**src/rtl/pwm_deadtime_pkg.sv**
```systemverilog
// Shared definitions for the complementary-output dead-time generator:
// register offsets, FSM encodings and register field positions.
package pwm_deadtime_pkg;

  localparam logic [7:0] DT_CTRL = 8'h00;
  localparam logic [7:0] DT_TIME = 8'h04;
  localparam logic [7:0] DT_STAT = 8'h08;

  typedef enum logic [2:0] {
    ST_IDLE    = 3'd0,
    ST_LO_ON   = 3'd1,
    ST_DT_RISE = 3'd2,
    ST_HI_ON   = 3'd3,
    ST_DT_FALL = 3'd4,
    ST_FAULT   = 3'd5
  } dt_state_e;

  localparam int CTRL_EN_BIT     = 0;
  localparam int CTRL_HI_POL_BIT = 1;
  localparam int CTRL_LO_POL_BIT = 2;
  localparam int CTRL_IRQ_EN_BIT = 3;

  localparam int TIME_RISE_LSB = 0;
  localparam int TIME_FALL_LSB = 16;

  localparam int STAT_FAULT_BIT = 0;
  localparam int STAT_STATE_LSB = 1;
  localparam int STAT_PWM_BIT   = 4;
  localparam int STAT_BRK_BIT   = 5;

endpackage

```
**src/rtl/pwm_deadtime_sync2.sv**
```systemverilog
// Generic two-flop synchronizer for bringing asynchronous levels into clk.
module sync2 #(
  parameter int WIDTH = 1
) (
  input  logic             clk,
  input  logic             rst,
  input  logic [WIDTH-1:0] d,
  output logic [WIDTH-1:0] q
);

  logic [WIDTH-1:0] meta_reg;
  logic [WIDTH-1:0] sync_reg;

  for (genvar gi = 0; gi < WIDTH; gi++) begin : g_bit
    always_ff @(posedge clk or posedge rst) begin
      if (rst) begin
        meta_reg[gi] <= 1'b0;
        sync_reg[gi] <= 1'b0;
      end else begin
        meta_reg[gi] <= d[gi];
        sync_reg[gi] <= meta_reg[gi];
      end
    end
  end

  assign q = sync_reg;

endmodule

```
**src/rtl/pwm_deadtime.sv**
```systemverilog
// Dead-time generator: turns the timer compare output into a non-overlapping
// high-side/low-side gate pair with a break input that latches a fault.
module pwm_deadtime
  import pwm_deadtime_pkg::*;
(
  input  logic        clk,
  input  logic        rst,
  input  logic [7:0]  waddr_i,
  input  logic [31:0] data_i,
  input  logic [3:0]  sel_i,
  input  logic        we_i,
  input  logic [7:0]  raddr_i,
  input  logic        rd_i,
  output logic [31:0] data_o,
  input  logic        pwm_i,
  input  logic        brk_i,
  output logic        pwm_hi_o,
  output logic        pwm_lo_o,
  output logic        irq_fault_o
);

  logic [3:0]  ctrl_reg;
  logic [15:0] dt_rise_reg;
  logic [15:0] dt_fall_reg;
  logic        fault_reg, fault_next;
  logic        pwm_q;
  logic        brk_s;
  dt_state_e   state_reg, state_next;
  logic [15:0] cnt_reg, cnt_next;
  logic        hi_reg, lo_reg, irq_reg;
  logic [31:0] rdata_reg, rdata_next;
  logic        enable;
  logic        stat_w1c;
  logic        unused_sel;

  // Byte selects carry no meaning here: every write is a full word.
  assign unused_sel = ^sel_i;

  assign enable   = ctrl_reg[CTRL_EN_BIT];
  assign stat_w1c = we_i && (waddr_i == DT_STAT) && data_i[STAT_FAULT_BIT];

  sync2 #(.WIDTH(1)) u_brk_sync (
    .clk (clk),
    .rst (rst),
    .d   (brk_i),
    .q   (brk_s)
  );

  always_ff @(posedge clk or posedge rst) begin
    if (rst) begin
      ctrl_reg    <= '0;
      dt_rise_reg <= '0;
      dt_fall_reg <= '0;
    end else if (we_i) begin
      case (waddr_i)
        DT_CTRL: ctrl_reg <= data_i[3:0];
        DT_TIME: begin
          dt_rise_reg <= data_i[TIME_RISE_LSB +: 16];
          dt_fall_reg <= data_i[TIME_FALL_LSB +: 16];
        end
        default: ;
      endcase
    end
  end

  // A live break wins over a simultaneous clear so the fault cannot be lost.
  always_comb begin
    fault_next = fault_reg;
    if (stat_w1c) fault_next = 1'b0;
    if (brk_s)    fault_next = 1'b1;
  end

  always_comb begin
    state_next = state_reg;
    cnt_next   = cnt_reg;
    if (brk_s) begin
      state_next = ST_FAULT;
      cnt_next   = '0;
    end else if (state_reg == ST_FAULT) begin
      if (!fault_reg) state_next = ST_IDLE;
    end else if (!enable) begin
      state_next = ST_IDLE;
      cnt_next   = '0;
    end else begin
      case (state_reg)
        ST_IDLE: if (!pwm_q) state_next = ST_LO_ON;
        ST_LO_ON: begin
          if (pwm_q) begin
            if (dt_rise_reg == '0) begin
              state_next = ST_HI_ON;
            end else begin
              state_next = ST_DT_RISE;
              cnt_next   = 16'd1;
            end
          end
        end
        // Gap compare uses the live register so mid-gap rewrites apply at once.
        ST_DT_RISE: begin
          if (!pwm_q) begin
            state_next = ST_LO_ON;
            cnt_next   = '0;
          end else if (cnt_reg >= dt_rise_reg) begin
            state_next = ST_HI_ON;
            cnt_next   = '0;
          end else begin
            cnt_next = cnt_reg + 16'd1;
          end
        end
        ST_HI_ON: begin
          if (!pwm_q) begin
            if (dt_fall_reg == '0) begin
              state_next = ST_LO_ON;
            end else begin
              state_next = ST_DT_FALL;
              cnt_next   = 16'd1;
            end
          end
        end
        ST_DT_FALL: begin
          if (pwm_q) begin
            state_next = ST_HI_ON;
            cnt_next   = '0;
          end else if (cnt_reg >= dt_fall_reg) begin
            state_next = ST_LO_ON;
            cnt_next   = '0;
          end else begin
            cnt_next = cnt_reg + 16'd1;
          end
        end
        default: state_next = ST_IDLE;
      endcase
    end
  end

  always_ff @(posedge clk or posedge rst) begin
    if (rst) begin
      state_reg <= ST_IDLE;
      cnt_reg   <= '0;
      fault_reg <= 1'b0;
      pwm_q     <= 1'b0;
      hi_reg    <= 1'b0;
      lo_reg    <= 1'b0;
      irq_reg   <= 1'b0;
    end else begin
      state_reg <= state_next;
      cnt_reg   <= cnt_next;
      fault_reg <= fault_next;
      pwm_q     <= pwm_i;
      // Gate flops follow the next-state decode so they move with the state.
      hi_reg    <= (state_next == ST_HI_ON) ^ ctrl_reg[CTRL_HI_POL_BIT];
      lo_reg    <= (state_next == ST_LO_ON) ^ ctrl_reg[CTRL_LO_POL_BIT];
      irq_reg   <= !fault_reg && fault_next && ctrl_reg[CTRL_IRQ_EN_BIT];
    end
  end

  always_comb begin
    rdata_next = '0;
    case (raddr_i)
      DT_CTRL: rdata_next[3:0] = ctrl_reg;
      DT_TIME: rdata_next = {dt_fall_reg, dt_rise_reg};
      DT_STAT: begin
        rdata_next[STAT_FAULT_BIT]      = fault_reg;
        rdata_next[STAT_STATE_LSB +: 3] = state_reg;
        rdata_next[STAT_PWM_BIT]        = pwm_q;
        rdata_next[STAT_BRK_BIT]        = brk_s;
      end
      default: ;
    endcase
  end

  always_ff @(posedge clk or posedge rst) begin
    if (rst) begin
      rdata_reg <= '0;
    end else if (rd_i) begin
      rdata_reg <= rdata_next;
    end
  end

  assign data_o      = rdata_reg;
  assign pwm_hi_o    = hi_reg;
  assign pwm_lo_o    = lo_reg;
  assign irq_fault_o = irq_reg;

endmodule

```
**config.mk**
```make
export PLATFORM = sky130hd
export DESIGN_NAME = pwm_deadtime
export DESIGN_NICKNAME = d
export VERILOG_FILES = /design/src/rtl/pwm_deadtime_pkg.sv /design/src/rtl/pwm_deadtime_sync2.sv /design/src/rtl/pwm_deadtime.sv
export SDC_FILE = /design/constraint.sdc
export NUM_CORES = 1
export LEC_CHECK = 0
export ABC_AREA = 1
export CAP_MARGIN = 0
export CORE_ASPECT_RATIO = 0.7
export CORE_MARGIN = 8
export CORE_UTILIZATION = 55
export CTS_BUF_LIST = sky130_fd_sc_hd__clkbuf_2
export CTS_CLUSTER_SIZE = 30
export DETAILED_ROUTE_END_ITERATION = 6
export GPL_TIMING_DRIVEN = 0
export MAX_ROUTING_LAYER = met4
export PLACE_DENSITY = 0.84
export SYNTH_ARGS = -nofsm -noshare
export SYNTH_HDL_FRONTEND = slang
export SYNTH_HIERARCHICAL = 1
export SYNTH_SLANG_ARGS = --single-unit
```
**constraint.sdc**
```tcl
create_clock -name clk -period 4.7 [get_ports clk]
set_input_delay 1.175 -clock clk [delete_from_list [all_inputs] [get_ports clk]]
set_output_delay 1.175 -clock clk [all_outputs]
set_load 0.02 [all_outputs]
```
==> metrics.txt, run 1 <==
status finished, violations left; violated checks DRC; Layout area overhead 22.2%; layout cells sized above 1 under 10%; Clock Skew 0.0301 ns; Clk pwr share 28.9%; final WL between 15000 and 20000 um; Hold Buf Count CTS 0; gate count of the mapped netlist approximately 680; sw frac a little under a third; Comb power frac 16.7%; FMAX 0.348 GHz; number of placed cells counting well taps 893; Warnings, synthesis 6; Min-Delay Path Class register to register; chip height approximately 99 um; Post-DP HPWL 11900 um; top sig layer met4; CTS tree built; cell taking the most area after synthesis dfrtp_1; DRT Pass-1 Iters 7; Leak ~3.2 nW; CORE AREA 9650 um2; ys async rst share 100%; # nets final 867; Seq/Total Area, Yosys 43.2%; endpoints failing hold 0; Ports 93; Metal-1 WL 6900 um; maximum fanout along the worst path 2; via count just over 5000; Pint around 1.1 mW; Slew Limit Headroom between 60% and 70%; syn nets ~770; post_cts resized 0; largest buffer count on any clock path 2; metal2 WL 6750 um; later-pin clock latency in the skew report 0.61 ns; CP required between 3 and 4 ns; Slew Limit Fails 0; Post-synth EDFFs 0; Worst Max-Slew Pin Slew 0.551 ns; Num CTS Buffers 9; DRC viols 7; Avg Inst Size Synth slightly above 8 um2; Bufs and invs on worst path 1; critical path's top delay family buffers and inverters; slowest stage delay, CP 0.63 ns; Netlist cell types 36; Inserted Diodes 0; min cycle time layout 2.87 ns; Peak VDD IR 180 uV; Startpoint Class register; cell chain of the critical path clkdlybuf4s50_1; top cell type's share of synthesized area 43.2%; Worst EP arrival approximately 1.7 ns; Worst Hold Slack between 0.3 and 0.4 ns; Reg clk slew, reported paths 0.28 ns; CTS root buf clkbuf_2; fin cells 909; sequential share of power a little over half; antenna violations before repair 0; GR Util All Layers 23.6%; CP max-delay cell clkdlybuf4s50_1; FP Rows 30; largest net degree at the start of global routing between 50 and 60; Pwr Total ~1.6 mW; vias in the first global route roughly 5000; WL/cell 16.8 um; Final Cycle Share 61.1%; Final setup viols 0; # H-tree levels 3; first-pass GRT wire length 24800 um; power density over the cells 235 nW/um2; fillers 771; critical path type register to output pin; Iter 0 DRT Violations 455; postcts setup bufs 0; Post-synth top flop dfrtp_1; Switching Power 0.490 mW; RSZ-0062 raised after global routing false; Initial Util 56.4%; via-per-instance ratio between 5 and 6; post-route ant nets 0; GP Congestion 0.869; synthesized flop and latch total 94; Worst setup EP type output pin; die width 135 um; MaxCap Viol Count 0; GRT overflow 0; CTS sink count 94; wire length on met3 between 1000 and 1500 um; max reg flops 32; area of the mapped netlist between 5000 and 6000 um2; Port Buffer Count 88; Die ar. 13400 um2; Synth area leaders dfrtp_1 (43%), nand2_1 (12%), inv_1 (7.9%)
## final timing paths
check / startpoint / endpoint / slack (ns) / cells past startpoint
max in group asynchronous: rst / dt_rise_reg[15] / 3.11 / 3
min in group asynchronous: rst / u_brk_sync/meta_reg / 0.78 / 2
worst min-delay path: u_brk_sync/meta_reg / u_brk_sync/q / 0.39 / 0
worst min register to register: u_brk_sync/meta_reg / u_brk_sync/q / 0.39 / 0
worst max-delay path: data_o[10] / data_o[10] / 1.83 / 1
worst max register to register: cnt_reg[9] / cnt_reg[0] / 2.39 / 10
## cell families (layout without fill, tap and decap cells)
group | after synthesis | count (layout) | share of synthesized area, %
compound gates | 115 | 115 | 14.5
simple gates | 294 | 294 | 23.5
flops | 94 | 94 | 43.2
fa+ha+maj | 33 | 33 | 7.59
buf+inv | 133 | 238 | 10.1
xor+xnor | 7 | 7 | 1.13
## power groups by stage
stage	registers, mW	logic, mW	clock network, mW
2_1_floorplan	0.858	0.151	0
3_3_place_gp	0.860	0.245	0
3_5_place_dp	0.861	0.257	0
4_1_cts	0.848	0.259	0.459
5_1_grt	0.851	0.292	0.483
6_report	0.848	0.261	0.451
## cell usage after synthesis (10+ instances only)
cell	instances
nand2_1	180
inv_1	114
dfrtp_1	94
nor2_1	46
ha_1	33
o21ai_2	32
nand3_1	26
o31ai_1	25
o21ai_0	24
a21oi_1	22
nand4_1	20
clkbuf_1	10
nor3_1	10
## routing by layer
metal | vias up | GRT usage (%)
met1 | 2381 | 32.3
met2 | 272 | 34.9
met5 | - | -
met3 | 23 | 5.89
li1 | 2413 | -
met4 | 0 | 4.64
## area by class of cell
class / instances / area, um2 / share of cell area, %
Multi-Input combinational cell: 449 / 2540 / 38.2
Sequential cell: 94 / 2350 / 35.4
Timing Repair Buffer: 89 / 908 / 13.7
Inverter: 115 / 434 / 6.53
Tap cell: 128 / 160 / 2.41
Buffer: 18 / 118 / 1.77
Clock inverter: 7 / 92.6 / 1.39
Clock buffer: 9 / 45.0 / 0.677
## placed cells by master, fill, tap and decap left out, drive strengths merged
| cell | n |
|---|---|
| o31ai | 25 |
| o21ai | 57 |
| nand3b | 2 |
| o211ai | 1 |
| nor3b | 1 |
| buf | 9 |
| or4 | 1 |
| o311ai | 1 |
| dfrtp | 94 |
| nor4 | 4 |
| nand3 | 27 |
| nor3 | 11 |
| nand2 | 180 |
| clkinvlp | 2 |
| ha | 33 |
| inv | 117 |
| clkbuf | 19 |
| bufinv | 1 |
| clkinv | 2 |
| a221oi | 2 |
| a21oi | 22 |
| xnor2 | 1 |
| a31oi | 1 |
| nand4 | 21 |
| nor2 | 47 |
| o22ai | 5 |
| xor2 | 6 |
| clkdlybuf4s50 | 88 |
| o21bai | 1 |
## stage by stage
| stage | setup TNS, ns | worst slack, ns | area [um2] | utilization (%) |
|---|---|---|---|---|
| 2_1_floorplan | 0 | 1.13 | 5440 | - |
| 3_3_place_gp | -20.05 | -0.221 | 6480 | 67.2 |
| 3_5_place_dp | 0 | 1.61 | 6510 | 67.5 |
| 4_1_cts | 0 | 1.81 | 6650 | 68.9 |
| 5_1_grt | 0 | 1.76 | 6650 | 68.9 |
| 6_report | 0 | 1.83 | 6650 | 68.9 |
Power figures use the tool's default switching activity.
==> run 2: changes to the inputs <==
- CORE_UTILIZATION: 55 -> 50
- PLACE_DENSITY: 0.84 -> 0.81
- clock period: 4.7 -> 2.4 ns (I/O delays scaled with it)
==> run 2 against run 1 <==
  * The run now ends clean
  * Clock power grew 55%
  * Sequential power grew 96%
  * Routed wire length shrank 2.6%
  * Core utilization down 7.4 points
  * Count of clock-buffer cells in the layout grew 2
  * Non-clock buffer count grew 1
  * Largest cell class unchanged
==> metrics.txt, run 2 (synthesis results as in run 1) <==
max reg flops 32; Initial Util 50.3%; # H-tree levels 3; Startpoint Class register; via count 5023; Peak VDD IR around 320 uV; Worst R2R Setup Slack 0.15 ns; Final Cycle Share 96.1%; Slew Limit Headroom 51.2%; antenna violations before repair 0; most frequent cells in the layout nand2_1 (178), inv_1 (113), dfrtp_1 (93); Setup TNS 0 ns; CP required 1.80 ns; multi-input logic area around 2600 um2; RSZ-0062 raised after global routing true; RR Startpoint cnt_reg[3]; FMAX 0.434 GHz; WL/cell 16.2 um; reg2reg end cnt_reg[0]; via-per-instance ratio 5.47; Layout area overhead 22.2%; critical path's top delay family buffers and inverters; CTS root buf clkbuf_2; Bufs and invs on worst path 1; sequential share of power 57.8%; Reg area around 2400 um2; Die ar. 14500 um2; largest net degree at the start of global routing 40; FP Rows 32; layout cells sized above 1 under 10%; CORE AREA roughly 11000 um2; final WL ~15000 um; Hold Buf Count CTS 0; chip height 103 um; min cycle time layout ~2.3 ns; largest buffer count on any clock path 2; # nets final 868; commonest non-fill, non-tap cell in the layout nand2_1; postcts setup bufs 0; slowest stage delay, CP 0.64 ns; GP Congestion 0.877; critical path type register to output pin; Post-DP HPWL ~12000 um; DRC viols 0; cell chain of the critical path clkdlybuf4s50_1; Iter 0 DRT Violations 489; Worst setup EP type output pin; r2r worst-path depth 10; MaxCap Viol Count 0; die width around 140 um; vias in the first global route 4858; endpoints failing hold 0; Switching Power 0.895 mW; Reg clk slew, reported paths 0.27 ns; Worst EP arrival around 1.7 ns; GRT overflow 0; CP max-delay cell clkdlybuf4s50_1; Min-Delay Path Class input pin to asynchronous set/reset pin; CTS tree built; CTS sink count 94; design area 6650 um2; later-pin clock latency in the skew report approximately 0.6 ns; Slew Limit Fails 0; maximum fanout along the worst path 2; Comb power frac roughly 18%; Worst Max-Slew Pin Slew ~0.73 ns; post-route ant nets 0; fillers 958; Leak 3.21 nW; Ports 93; Setup crit start data_o[16]; Worst Hold Slack ~0.21 ns; Num CTS Buffers 9; Pint 1.98 mW; Post-DP Area 6550 um2; power density over the cells roughly 430 nW/um2; Port Buffer Count between 80 and 90; GR Util All Layers 22.1%; Final setup viols 0; Clock Skew around 0.051 ns; Clk pwr share 24.3%; DRT Pass-1 Iters 5; status finished clean; Inserted Diodes 0; sw frac 31.2%; first-pass GRT wire length 24500 um
==> run 2: changes by cell type in the layout (fill, tap and decap cells not counted), sizes merged <==
cell and delta:
buf +1, clkinv +2, inv -3, bufinv -1, clkbuf +2
==> run 2: area by class of cell <==
class,instances,area share (%)
multi-input cells,449,38.4
clock inverters,5,0.508
inverters,115,6.55
well taps,136,2.56
plain buffers,18,1.77
repair buffers,90,14.0
clock buffers,11,0.828
flip-flops and latches,94,35.4
==> run 2: metal layers <==
layer | up-vias | routed length (um) | track usage (%) | part of all wire [%]
li1 | 2410 | - | - | -
met1 | 2376 | 6930 | 29.5 | 47
met2 | 220 | 6590 | 33.9 | 44
met3 | 17 | 1150 | 4.72 | 7.8
met4 | 0 | 173 | 5.26 | 1.2
met5 | - | 0 | - | 0
==> run 2: how the worst max path moves through the flow <==
stage,to,slack [ns],depth (start not counted)
after floorplan,dt_fall_reg[0],0.47,6
after global placement,dt_fall_reg[12],-0.25,2
after detailed placement,data_o[17],-0.11,8
after CTS,data_o[16],0.08,1
after global routing,cnt_reg[0],-0.0002,13
final,data_o[16],0.09,1
==> run 2: metrics by stage <==
step	setup WS (ns)	utilization, %	std cells	power, mW
floorplan	0.470	-	676	1.98
global placement	-0.248	60.1	900	2.17
detailed placement	-0.112	60.5	902	2.19
CTS	0.0752	61.4	918	2.88
global route	-0.000158	61.5	918	3.02
finish	0.0941	61.5	918	2.87
==> run 2: what timing repair did <==
| action | CTS | global route |
|---|---|---|
| endpoints found under the setup margin | 0 | 6 |
| gates resized for setup | 0 | 5 |
| hold endpoints to repair | 0 | 0 |
==> run 2: power groups by stage <==
stage               clock [mW]  combinational (mW)  sequential, mW
finish                   0.697               0.515            1.66
global route             0.781               0.573            1.67
CTS                      0.714               0.510            1.66
detailed placement           0               0.507            1.69
global placement             0               0.482            1.69
floorplan                    0               0.297            1.68
==> run 3: changes to the inputs <==
- HOLD_SLACK_MARGIN: default -> 0.15
==> results of run 3 <==
The final DEF is identical to that of run 2; final timing and power are the same.
